File: config.mk
export PLATFORM = sky130hd
export DESIGN_NAME = icache_fetch_ctrl_flat
export DESIGN_NICKNAME = d
export VERILOG_FILES = /design/src/rtl/icache_fetch_ctrl_if.sv /design/src/rtl/icache_fetch_ctrl.sv /design/src/flat_wrapper.sv
export SDC_FILE = /design/constraint.sdc
export NUM_CORES = 1
export LEC_CHECK = 0
export CORE_ASPECT_RATIO = 0.7
export CORE_MARGIN = 4
export CORE_UTILIZATION = 44
export CTS_CLUSTER_DIAMETER = 200
export CTS_CLUSTER_SIZE = 25
export DETAILED_ROUTE_END_ITERATION = 10
export PLACE_DENSITY = 0.81
export REMOVE_ABC_BUFFERS = 1
export SKIP_CTS_REPAIR_TIMING = 1
export SLEW_MARGIN = 20
export SYNTH_ARGS = -nofsm -noshare
export SYNTH_HDL_FRONTEND = slang
export SYNTH_SLANG_ARGS = --single-unit
File: constraint.sdc
create_clock -name clk_in -period 2.95 [get_ports clk_in]
set_input_delay 0.295 -clock clk_in [delete_from_list [all_inputs] [get_ports clk_in]]
set_output_delay 0.295 -clock clk_in [all_outputs]
set_load 0.005 [all_outputs]
File: src/rtl/icache_fetch_ctrl_if.sv
// Fetch, cache and memory-side signals of the instruction-cache miss controller.
// master = the controller, slave = fetch unit / cache array / memory controller.
interface icache_fetch_ctrl_if #(
  parameter int ADDR_W = 32
);
  logic              fetch_valid;
  logic [ADDR_W-1:0] fetch_pc;
  logic              inst_valid;
  logic [31:0]       inst;
  logic              cache_wr;
  logic [ADDR_W-1:0] cache_addr;
  logic [31:0]       cache_value;
  logic              cache_hit;
  logic [31:0]       cache_result;
  logic              mem_req;
  logic [ADDR_W-1:0] mem_addr;
  logic              mem_valid;
  logic [7:0]        mem_data;

  modport master (
    input  fetch_valid, fetch_pc, cache_hit, cache_result, mem_valid, mem_data,
    output inst_valid, inst, cache_wr, cache_addr, cache_value, mem_req, mem_addr
  );

  modport slave (
    output fetch_valid, fetch_pc, cache_hit, cache_result, mem_valid, mem_data,
    input  inst_valid, inst, cache_wr, cache_addr, cache_value, mem_req, mem_addr
  );
endinterface

File: src/rtl/icache_fetch_ctrl.sv
// Instruction-cache miss controller: hit return, 4-byte little-endian refill, cache write.
// Optional hit/miss counters are built when ICACHE_STATS_EN is defined.
module icache_fetch_ctrl #(
  parameter int ADDR_W = 32
) (
  input  logic                clk_in,
  input  logic                rst_in,
  input  logic                rdy_in,
  input  logic                flush,
  icache_fetch_ctrl_if.master bus,
  output logic                busy
`ifdef ICACHE_STATS_EN
  ,
  output logic [31:0]         hit_cnt,
  output logic [31:0]         miss_cnt
`endif
);

  typedef enum logic [1:0] {S_IDLE, S_HIT, S_FILL, S_DONE} state_t;

  state_t            state_reg, state_next;
  logic [1:0]        byte_cnt_reg, byte_cnt_next;
  logic [31:0]       fill_buf_reg, fill_buf_next;
  logic [31:0]       inst_reg, inst_next;
  logic [ADDR_W-1:0] pc_q_reg, pc_q_next;
  logic [ADDR_W-1:0] pc_aligned;

  assign pc_aligned = {bus.fetch_pc[ADDR_W-1:2], 2'b00};
  assign busy       = (state_reg != S_IDLE);

  always_ff @(posedge clk_in or negedge rst_in) begin
    if (!rst_in) begin
      state_reg <= S_IDLE;
    end else if (rdy_in) begin
      state_reg <= state_next;
    end
  end

  always_ff @(posedge clk_in or negedge rst_in) begin
    if (!rst_in) begin
      byte_cnt_reg <= 2'd0;
      fill_buf_reg <= 32'd0;
      inst_reg     <= 32'd0;
      pc_q_reg     <= '0;
    end else if (rdy_in) begin
      byte_cnt_reg <= byte_cnt_next;
      fill_buf_reg <= fill_buf_next;
      inst_reg     <= inst_next;
      pc_q_reg     <= pc_q_next;
    end
  end

  always_comb begin
    state_next      = state_reg;
    byte_cnt_next   = byte_cnt_reg;
    fill_buf_next   = fill_buf_reg;
    inst_next       = inst_reg;
    pc_q_next       = pc_q_reg;
    bus.cache_addr  = pc_q_reg;
    bus.cache_wr    = 1'b0;
    bus.cache_value = fill_buf_reg;
    bus.inst_valid  = 1'b0;
    bus.inst        = inst_reg;
    bus.mem_req     = 1'b0;
    bus.mem_addr    = '0;

    case (state_reg)
      S_IDLE: begin
        bus.cache_addr = pc_aligned;
        if (bus.fetch_valid && !flush) begin
          pc_q_next     = pc_aligned;
          inst_next     = bus.cache_result;
          byte_cnt_next = 2'd0;
          state_next    = bus.cache_hit ? S_HIT : S_FILL;
        end
      end
      S_HIT: begin
        bus.inst_valid = rdy_in && !flush;
        state_next     = S_IDLE;
      end
      S_FILL: begin
        bus.mem_req  = 1'b1;
        bus.mem_addr = pc_q_reg + {{(ADDR_W-2){1'b0}}, byte_cnt_reg};
        if (bus.mem_valid) begin
          fill_buf_next[8*byte_cnt_reg +: 8] = bus.mem_data;
          byte_cnt_next = byte_cnt_reg + 2'd1;
          if (byte_cnt_reg == 2'd3) begin
            state_next = S_DONE;
          end
        end
      end
      S_DONE: begin
        // Write-back and response share the cycle; both are suppressed by a stall or flush.
        bus.cache_wr   = rdy_in && !flush;
        bus.inst_valid = rdy_in && !flush;
        bus.inst       = fill_buf_reg;
        state_next     = S_IDLE;
      end
      default: state_next = S_IDLE;
    endcase

    // Redirect overrides everything, including a byte landing in the same cycle.
    if (flush) begin
      state_next    = S_IDLE;
      byte_cnt_next = 2'd0;
      fill_buf_next = fill_buf_reg;
    end
  end

`ifdef ICACHE_STATS_EN
  logic [31:0] hit_cnt_reg, miss_cnt_reg;
  logic        miss_event;

  assign miss_event = (state_reg == S_IDLE) && (state_next == S_FILL);

  always_ff @(posedge clk_in or negedge rst_in) begin
    if (!rst_in) begin
      hit_cnt_reg  <= 32'd0;
      miss_cnt_reg <= 32'd0;
    end else if (rdy_in) begin
      if ((state_reg == S_HIT) && (hit_cnt_reg != 32'hFFFF_FFFF)) begin
        hit_cnt_reg <= hit_cnt_reg + 32'd1;
      end
      if (miss_event && (miss_cnt_reg != 32'hFFFF_FFFF)) begin
        miss_cnt_reg <= miss_cnt_reg + 32'd1;
      end
    end
  end

  assign hit_cnt  = hit_cnt_reg;
  assign miss_cnt = miss_cnt_reg;
`endif

endmodule
File: src/flat_wrapper.sv
// flat-port wrapper written by rule: the top's interface ports become plain ports
module icache_fetch_ctrl_flat 
#(
  parameter int ADDR_W = 32
)
  (clk_in, rst_in, rdy_in, flush, busy, bus_fetch_valid, bus_fetch_pc, bus_cache_hit, bus_cache_result, bus_mem_valid, bus_mem_data, bus_inst_valid, bus_inst, bus_cache_wr, bus_cache_addr, bus_cache_value, bus_mem_req, bus_mem_addr);
  icache_fetch_ctrl_if #(.ADDR_W(ADDR_W)) bus_i ();
  input  logic clk_in;
  input  logic rst_in;
  input  logic rdy_in;
  input  logic flush;
  output logic busy;
  input wire logic [$bits(bus_i.fetch_valid)-1:0] bus_fetch_valid;
  input wire logic [$bits(bus_i.fetch_pc)-1:0] bus_fetch_pc;
  input wire logic [$bits(bus_i.cache_hit)-1:0] bus_cache_hit;
  input wire logic [$bits(bus_i.cache_result)-1:0] bus_cache_result;
  input wire logic [$bits(bus_i.mem_valid)-1:0] bus_mem_valid;
  input wire logic [$bits(bus_i.mem_data)-1:0] bus_mem_data;
  output wire logic [$bits(bus_i.inst_valid)-1:0] bus_inst_valid;
  output wire logic [$bits(bus_i.inst)-1:0] bus_inst;
  output wire logic [$bits(bus_i.cache_wr)-1:0] bus_cache_wr;
  output wire logic [$bits(bus_i.cache_addr)-1:0] bus_cache_addr;
  output wire logic [$bits(bus_i.cache_value)-1:0] bus_cache_value;
  output wire logic [$bits(bus_i.mem_req)-1:0] bus_mem_req;
  output wire logic [$bits(bus_i.mem_addr)-1:0] bus_mem_addr;
  assign bus_i.fetch_valid = bus_fetch_valid;
  assign bus_i.fetch_pc = bus_fetch_pc;
  assign bus_i.cache_hit = bus_cache_hit;
  assign bus_i.cache_result = bus_cache_result;
  assign bus_i.mem_valid = bus_mem_valid;
  assign bus_i.mem_data = bus_mem_data;
  assign bus_inst_valid = bus_i.inst_valid;
  assign bus_inst = bus_i.inst;
  assign bus_cache_wr = bus_i.cache_wr;
  assign bus_cache_addr = bus_i.cache_addr;
  assign bus_cache_value = bus_i.cache_value;
  assign bus_mem_req = bus_i.mem_req;
  assign bus_mem_addr = bus_i.mem_addr;
  icache_fetch_ctrl #(.ADDR_W(ADDR_W)) u_core (.clk_in(clk_in), .rst_in(rst_in), .rdy_in(rdy_in), .flush(flush), .bus(bus_i), .busy(busy));
endmodule
After elaboration in Yosys (flattened, before gate mapping)

Cells that the tools add are included.

Register bits after elaboration: 98
Bits in latches: 0
Memory bits (writable): 0
Bits in read-only memories: 0
Memories kept: 0

Add/subtract/negate cells: 3
Multiply operators: 0
Divide/modulo/power cells: 0
Order comparisons: 0
Eq/ne operators: 7
Shift operators: 2
Multiplexer cells: 17
Bitwise logic cells: 1
Reductions and logical operators: 11

Operator list:

| cell                                                  | number |
|---|---|
| 2-to-1 mux 32 bit                                     | 3 |
| negator 5 -> 34 bit                                   | 1 |
| variable shift 8 x 34 -> 32 bit, first input constant | 1 |
| indexed part select 8 x 34 -> 32 bit                  | 1 |
| adder 32 x 2 -> 32 bit                                | 1 |
| bitwise mux 32 bit                                    | 1 |
| 2-to-1 mux 2 bit                                      | 8 |
| AND reduction 4 bit                                   | 3 |
| equality test 2 bit, second input constant            | 3 |
| inequality test 3 x 2 -> 1 bit, second input constant | 2 |
| one-hot mux 2 bit (3 select lines)                    | 1 |
| one-hot mux 2 bit (2 select lines)                    | 1 |
| 2-to-1 mux 1 bit                                      | 3 |
| inequality test 3 bit, second input constant          | 1 |
| AND reduction 3 bit                                   | 1 |
| nonzero test 3 bit                                    | 1 |
| adder 2 x 1 -> 2 bit, second input constant           | 1 |
| equality test 2 x 1 -> 1 bit, second input constant   | 1 |
| logical AND 1 bit                                     | 2 |
| zero test 2 bit                                       | 1 |
| nonzero test 2 bit                                    | 1 |
| OR reduction 2 bit                                    | 1 |
| zero test 1 bit                                       | 1 |
| inverter 1 bit                                        | 1 |

Longest topological paths before layout

Gate-level depths: netlist (run 1).

Word-level depth: 5
Depth in mapped cells: 7
Mapped depth without buffers: 5

Worst setup path after synthesis (run 1)

Ideal clock, no wire load.

Path kind: register -> register
From: register u_core.byte_cnt_reg[0]
To: register u_core.fill_buf_reg[0] (netlist: u_core.bus.cache_value[0])
Arrival time: 1.991 ns
Path slack: 0.880 ns
Cell stages (with the launch flop): 8
Path buffers: 2
Cell sequence: dfrtp_1 -> clkbuf_1 -> inv_1 -> ha_1 -> clkbuf_1 -> nor3b_1 -> nand2_1 -> mux2i_1

Cells in the longest elaborated chain, start to end: 3

Ends and longest elaborated chain:

| element                                                                                        | line                    | text |
|---|---|---|
| start, declared                                                                                | icache_fetch_ctrl.sv:22 | `logic [1:0] byte_cnt_reg, byte_cnt_next;` |
| start signal, assigned                                                                         | icache_fetch_ctrl.sv:46 | `byte_cnt_reg <= byte_cnt_next;` |
| negator 5 -> 34 bit *                                                                          | icache_fetch_ctrl.sv:85 | `fill_buf_next[8*byte_cnt_reg +: 8] = bus.mem_data;` |
| indexed part select 8 x 34 -> 32 bit / variable shift 8 x 34 -> 32 bit (equally long branches) | icache_fetch_ctrl.sv:85 |  |
| bitwise mux 32 bit *                                                                           | icache_fetch_ctrl.sv:85 |  |
| end signal, assigned                                                                           | icache_fetch_ctrl.sv:47 | `fill_buf_reg <= fill_buf_next;` |
| end, declared                                                                                  | icache_fetch_ctrl.sv:23 | `logic [31:0] fill_buf_reg, fill_buf_next;` |

Mark *: on every way between the ends. The rest lies on a longest branch, timed or not.
A chain may end at the register's enable or synchronous reset.

Worst setup path after layout (run 1)

From: register u_core.state_reg[0]
To: output bus_inst[7]

Cells in the longest elaborated chain, start to end: 2

Ends and longest elaborated chain:

| element                | line                    | text |
|---|---|---|
| start, declared        | icache_fetch_ctrl.sv:21 | `state_t state_reg, state_next;` |
| start signal, assigned | icache_fetch_ctrl.sv:35 | `state_reg <= state_next;` |
| equality test 2 bit    | icache_fetch_ctrl.sv:67 | `case (state_reg)` |
| 2-to-1 mux 32 bit      | icache_fetch_ctrl.sv:67 |  |
| end, declared          | flat_wrapper.sv:20      | `output wire logic [$bits(bus_i.inst)-1:0] bus_inst;` |

Every way passes these cells.

==> results of run 1 <==
## logic make-up after synthesis
group | count (synthesis) | share of synthesized area, %
fa+ha+maj | 6 | 1.40
other cells | 1 | 0.0700
mux | 131 | 31.1
compound gates | 32 | 3.20
buf+inv | 59 | 6.68
simple gates | 116 | 11.7
flops | 98 | 45.8
## synthesized netlist by cell type, types with 2 or more instances
cell      instances
and2_1           32
and3_1            4
and3_2            4
buf_12            6
buf_2             7
buf_4             4
buf_6             2
clkbuf_1         10
dfrtp_1          98
ha_1              6
inv_1            30
mux2_2           44
mux2_4           60
mux2i_1          27
nand2_1          57
nand3_1           2
nor3_1            2
nor3b_1           4
nor4bb_1          2
o21ai_0          29
## layer usage
| layer | wire (µm) | GRT usage [%] |
|---|---|---|
| met5 | 0 | 0 |
| met4 | 241 | 5.88 |
| met3 | 1070 | 6.48 |
| met2 | 7110 | 35.2 |
| met1 | 6320 | 26.3 |
## final timing paths
check / start / to / slack [ps] / cells after the start
min in group clk_in: u_core.inst_reg[31] / u_core.inst_reg[31] / 510 / 1
max in group asynchronous: rst_in / u_core.bus.cache_value[14] / 2240 / 2
worst max register to register: u_core.byte_cnt_reg[0] / u_core.bus.cache_value[23] / 640 / 5
worst min-delay path: rst_in / u_core.inst_reg[23] / -40 / 1
worst min register to register: u_core.inst_reg[31] / u_core.inst_reg[31] / 510 / 1
worst max-delay path: u_core.state_reg[0] / bus_inst[7] / 420 / 4
## placed cells by master, fill, tap and decap left out, types with 3 or more instances in the layout
| cell type | netlist | final |
|---|---|---|
| and2_1 | 32 | 32 |
| and3_1 | 4 | 4 |
| and3_2 | 4 | 4 |
| buf_4 | 4 | 5 |
| clkbuf_16 | 0 | 9 |
| clkdlybuf4s50_1 | 0 | 205 |
| clkinvlp_4 | 0 | 3 |
| dfrtp_1 | 98 | 98 |
| ha_1 | 6 | 6 |
| inv_1 | 30 | 30 |
| mux2_2 | 44 | 44 |
| mux2_4 | 60 | 60 |
| mux2i_1 | 27 | 27 |
| nand2_1 | 57 | 56 |
| nor3b_1 | 4 | 4 |
| o21ai_0 | 29 | 29 |
## worst reg2reg max path, delay by kind of cell, from the launching register on
family / cells / cell delay [ps]
DFF: 1 / 580
and+or+nand+nor: 2 / 850
buffers and inverters: 1 / 170
muxes: 1 / 160
adders and majority gates: 1 / 480
## cell type report
type	count	area, µm²
clock buffers	9	225
multi-input cells	287	2560
well taps	157	196
flip-flops and latches	98	2450
inverters	30	113
clock inverters	6	91.3
repair buffers	212	2130
fillers	901	4040
## report_power, final
| group | total [mW] | switching (mW) | internal [mW] |
|---|---|---|---|
| combinational | 1.62 | 0.528 | 1.09 |
| clock | 1.26 | 0.521 | 0.742 |
| sequential | 1.82 | 0.189 | 1.63 |
| total | 4.70 | 1.24 | 3.46 |
## per-stage QoR
step	hold WS, ps	instance area, µm²	util (%)	worst slack [ps]	cells
floorplan	-0.591	5110	-	48.7	415
global placement	356	7450	63.1	736	784
detailed placement	367	7450	63.1	688	784
CTS	-0.315	7770	65.8	411	799
global route	24.8	7770	65.8	238	799
finish	-37.5	7770	65.8	418	799
==> results.md, run 1 <==
* Status: finished, violations left
* Violated checks: negative hold slack
* Reg clk slew, reported paths at 70 ps
* Crit end category: output port
* Drt initial violations at 201
* Unique masters post-synth at 33
* Largest cells by area after synthesis: dfrtp_1 46%, mux2_4 17%, mux2_2 9.3%
* Clock skew at 7.65 ps
* Max Slew Vio Count at 0
* Slew headroom at 45.4%
* PD cells at 605 nW/µm²
* CTS tree: built
* Dpl hpwl at 10800 µm
* Crit path max fanout at 42
* Die X at 140 µm
* Register area share after synthesis at 45.8%
* Clk buf depth at 2
* Cells along the critical path: nand2_2 > buf_12 > o21ai_0 > clkdlybuf4s50_1
* LEAKAGE at 3.56 nW
* Max-Cap Viols at 0
* Post-synth top area cell: dfrtp_1
* Initial antenna violation count at 0
* Antenna Violating Nets Remaining at 0
* Clock root buffer: clkbuf_16
* Pwr Total at 4.70 mW
* Gr ovfl total at 0
* Worst hold slack at -37.5 ps
* Die Y at 100 µm
* Diode count at 0
* Port buffer count at 206
* Crit Path Class: flop to output port
* Most used DFF post-synth: dfrtp_1
* Setup Total Neg Slack at 0 ps
* Largest net degree at the start of global routing at 51
* Period utilization at 85.8%
* RSZ-0062 raised after global routing: false
* Worst Tran Pin Value at 817 ps
* Kind of cell adding the most delay to the critical path: buffers and inverters
* Top cell type's share of synthesized area at 45.8%
* Routed vias at 4009
* Core ar. at 11800 µm²
* Crit path launch type: flop
* Post-detailed-route DRC marker count at 0
* Worst Path Arrival at 2240 ps
* Crit-path max cell delay at 550 ps
* Area delta synth->final at 45.1%
* CP Buf/Inv Count at 2
* Total CTS buffers at 9
* Synthesized area per cell at 12.1 µm²
* Hold WC Path Type: input port to async pin
* Core Rows at 33
* Tot GR Track Use at 20.9%
* Total length of routed wires at 14700 µm
* Die area at 14000 µm²
* Final Setup Violations at 0
* Post-synthesis register bit count at 98
* Fin. Hold Viols at 17
* First-pass GRT wire length at 23500 µm
* Post-synth EDFFs at 0
* Fin crit period at 2530 ps
* Asr flop ratio synth at 100%
* Via/cell ratio at 5.02
* Initial Util at 45.3%
* YS warnings at 0
* H-tree levels at 3
* RePlAce Congestion at 0.819
* Critical Path RT at 2650 ps
* WL/cell at 18.4 µm
* Clock insertion delay at the later pin of the skew report at 340 ps
* Worst path slowest cell: clkdlybuf4s50_1
* Nets@finish at 723
* Io pins at 211
* CTS sink count at 98
* Post-synthesis cell count at 443
* Share of cells above drive strength 1 at 21.3%
* Synth Cell Area at 5360 µm²
* Max VDD drop at 0.000346 V
* Router iterations before antenna repair at 4
* Fmax at 395 MHz
* Vias in the first global route at 4463
No activity file was read; power rests on OpenSTA's default activity.
==> run 2, diff against run 1 <==
--- a/config.mk
+++ b/config.mk
@@ -6,7 +6,6 @@
 export NUM_CORES = 1
 export LEC_CHECK = 0
 export CORE_ASPECT_RATIO = 0.7
-export CORE_MARGIN = 4
 export CORE_UTILIZATION = 44
 export CTS_CLUSTER_DIAMETER = 200
 export CTS_CLUSTER_SIZE = 25
==> run 2 against run 1 <==
Against the previous run:
- clock skew shrank 2.9 ps
- the flow now finishes without violations
- largest power group unchanged
- setup slack lost 57 ps
- combinational power about the same
- maximum frequency fell by 2.2%
- critical path type unchanged
- power decreased by 2.0%
==> results.md, run 2 (same netlist as run 1, synthesis figures left out) <==
* RSZ-0062 raised after global routing: false
* Worst Tran Pin Value at 883 ps (+66.1 ps)
* Port buffer count at 206 (unchanged)
* Drt initial violations at 201 (unchanged)
* CTS sink count at 98 (unchanged)
* Largest net degree at the start of global routing at 70 (+37%)
* Util after Layout at 66.0% (+0.21 points)
* Die Y at 94.3 µm (-6.0%)
* Status: finished clean
* Nets@finish at 724 (+0.14%)
* R2r startpoint: u_core.byte_cnt_reg[0]
* Crit-path max cell delay at 500 ps (-50 ps)
* Area delta synth->final at 45.0% (about the same)
* Commonest non-fill, non-tap cell in the layout: clkdlybuf4s50_1
* Tot GR Track Use at 22.1% (+1.1 points)
* Hold WC Path Type: input port to async pin
* Setup Total Neg Slack at 0 ps (unchanged)
* Core ar. at 11800 µm² (-0.35%)
* Vias in the first global route at 4064 (-8.9%)
* PD cells at 593 nW/µm² (-2.0%)
* Worst path slowest cell: dfrtp_1
* Die area at 12600 µm² (-10%)
* Router iterations before antenna repair at 4 (unchanged)
* Clock skew at 4.74 ps (-2.91 ps)
* H-tree levels at 3 (unchanged)
* Clock insertion delay at the later pin of the skew report at 340 ps (about the same)
* Reg clk slew, reported paths at 70 ps (about the same)
* Initial antenna violation count at 0 (unchanged)
* Critical Path RT at 2650 ps (about the same)
* Period utilization at 87.8% (+1.9 points)
* Diode count at 0 (unchanged)
* CTS tree: built
* Gr ovfl total at 0 (unchanged)
* Routed vias at 3875 (-3.3%)
* Antenna Violating Nets Remaining at 0 (unchanged)
* Max-Cap Viols at 0 (unchanged)
* First-pass GRT wire length at 21400 µm (-9.0%)
* Crit path launch type: flop
* Clock root buffer: clkbuf_16
* Initial Util at 45.5% (+0.16 points)
* Origin of the worst setup path: u_core.state_reg[0]
* Share of cells above drive strength 1 at 21.4% (+0.089 points)
* Max VDD drop at 0.000316 V (-8.8%)
* Fin. Hold Viols at 0 (-17)
* Total length of routed wires at 13600 µm (-7.6%)
* Post-detailed-route DRC marker count at 0 (unchanged)
* Max Slew Vio Count at 0 (unchanged)
* LEAKAGE at 3.57 nW (+0.23%)
* Via/cell ratio at 4.84 (-3.6%)
* Dpl hpwl at 9990 µm (-7.5%)
* Io pins at 211 (unchanged)
* Slew headroom at 41.1% (-4.3 points)
* Final Setup Violations at 0 (unchanged)
* Leading cell types in the layout, fill and taps excluded: 205 x clkdlybuf4s50_1, 98 x dfrtp_1, 60 x mux2_4
* Worst Path Arrival at 2290 ps (+50 ps)
* Crit Path Class: flop to output port
* Total CTS buffers at 9 (unchanged)
* WL/cell at 17.0 µm (-7.8%)
* Clk buf depth at 2 (unchanged)
* Crit end category: output port
* RePlAce Congestion at 0.814 (-0.54%)
* Fin crit period at 2590 ps (+56.8 ps)
* Die X at 134 µm (-4.3%)
* Core Rows at 33 (unchanged)
* Crit path max fanout at 35 (-17%)
* Cells along the critical path: nand2_2 > buf_12 > mux2_2 > clkdlybuf4s50_1
* Fmax at 386 MHz (-2.2%)
-- run 2: final timing paths --
check                      cells past startpoint  slack (ps)                    endpoint
setup / recovery                               4         360                bus_inst[12]
hold / removal                                 1          70         u_core.inst_reg[23]
setup reg to reg                               5         660  u_core.bus.cache_value[19]
hold reg to reg                                1         500         u_core.inst_reg[31]
max in group asynchronous                      2        2110  u_core.bus.cache_value[28]
min in group clk_in                            1         500         u_core.inst_reg[31]
-- run 2: per-stage QoR --
step	hold slack, ps	worst slack [ps]	power [mW]	instance area [µm²]	instances
global route	143	228	4.85	7770	801
CTS	98.3	346	4.65	7770	801
detailed placement	479	524	3.44	7460	785
finish	66.0	361	4.60	7770	801
global placement	463	585	3.39	7460	785
floorplan	-0.591	48.7	2.53	5110	415
-- run 2: where the power goes --
part	switching, mW	internal, mW	total, mW
clock	0.503	0.685	1.19
combinational	0.503	1.09	1.59
sequential	0.195	1.63	1.83
total	1.20	3.40	4.60
-- run 2: layer usage --
layer  part of all wire (%)  vias to the layer above  GRT usage [%]
met3                    4.9                       16           5.12
met2                     47                      125           35.8
met5                      0                        -              0
li1                       -                     1873              -
met4                    1.5                        0           6.34
met1                     47                     1861           29.5
-- run 2: layout make-up --
type                       instances  area [µm²]
clock buffer                      11         243
sequential                        98        2450
timing repair buffer             213        2140
tap                              157         196
multi-input combinational        287        2560
clock inverter                     5        63.8
fill                             894        4000
inverter                          30         113
-- run 2: worst max-delay path, delay by kind of cell (launching register included) --
kind | cells | cell delay (ps)
simple gates | 1 | 380
mux | 1 | 360
flops | 1 | 500
buf+inv | 2 | 700
==> run 3, diff against run 2 <==
--- a/config.mk
+++ b/config.mk
@@ -12,7 +12,6 @@
 export DETAILED_ROUTE_END_ITERATION = 10
 export PLACE_DENSITY = 0.81
 export REMOVE_ABC_BUFFERS = 1
-export SKIP_CTS_REPAIR_TIMING = 1
 export SLEW_MARGIN = 20
 export SYNTH_ARGS = -nofsm -noshare
 export SYNTH_HDL_FRONTEND = slang
==> results of run 3 <==
The final DEF is identical to that of run 2; final timing and power are the same.
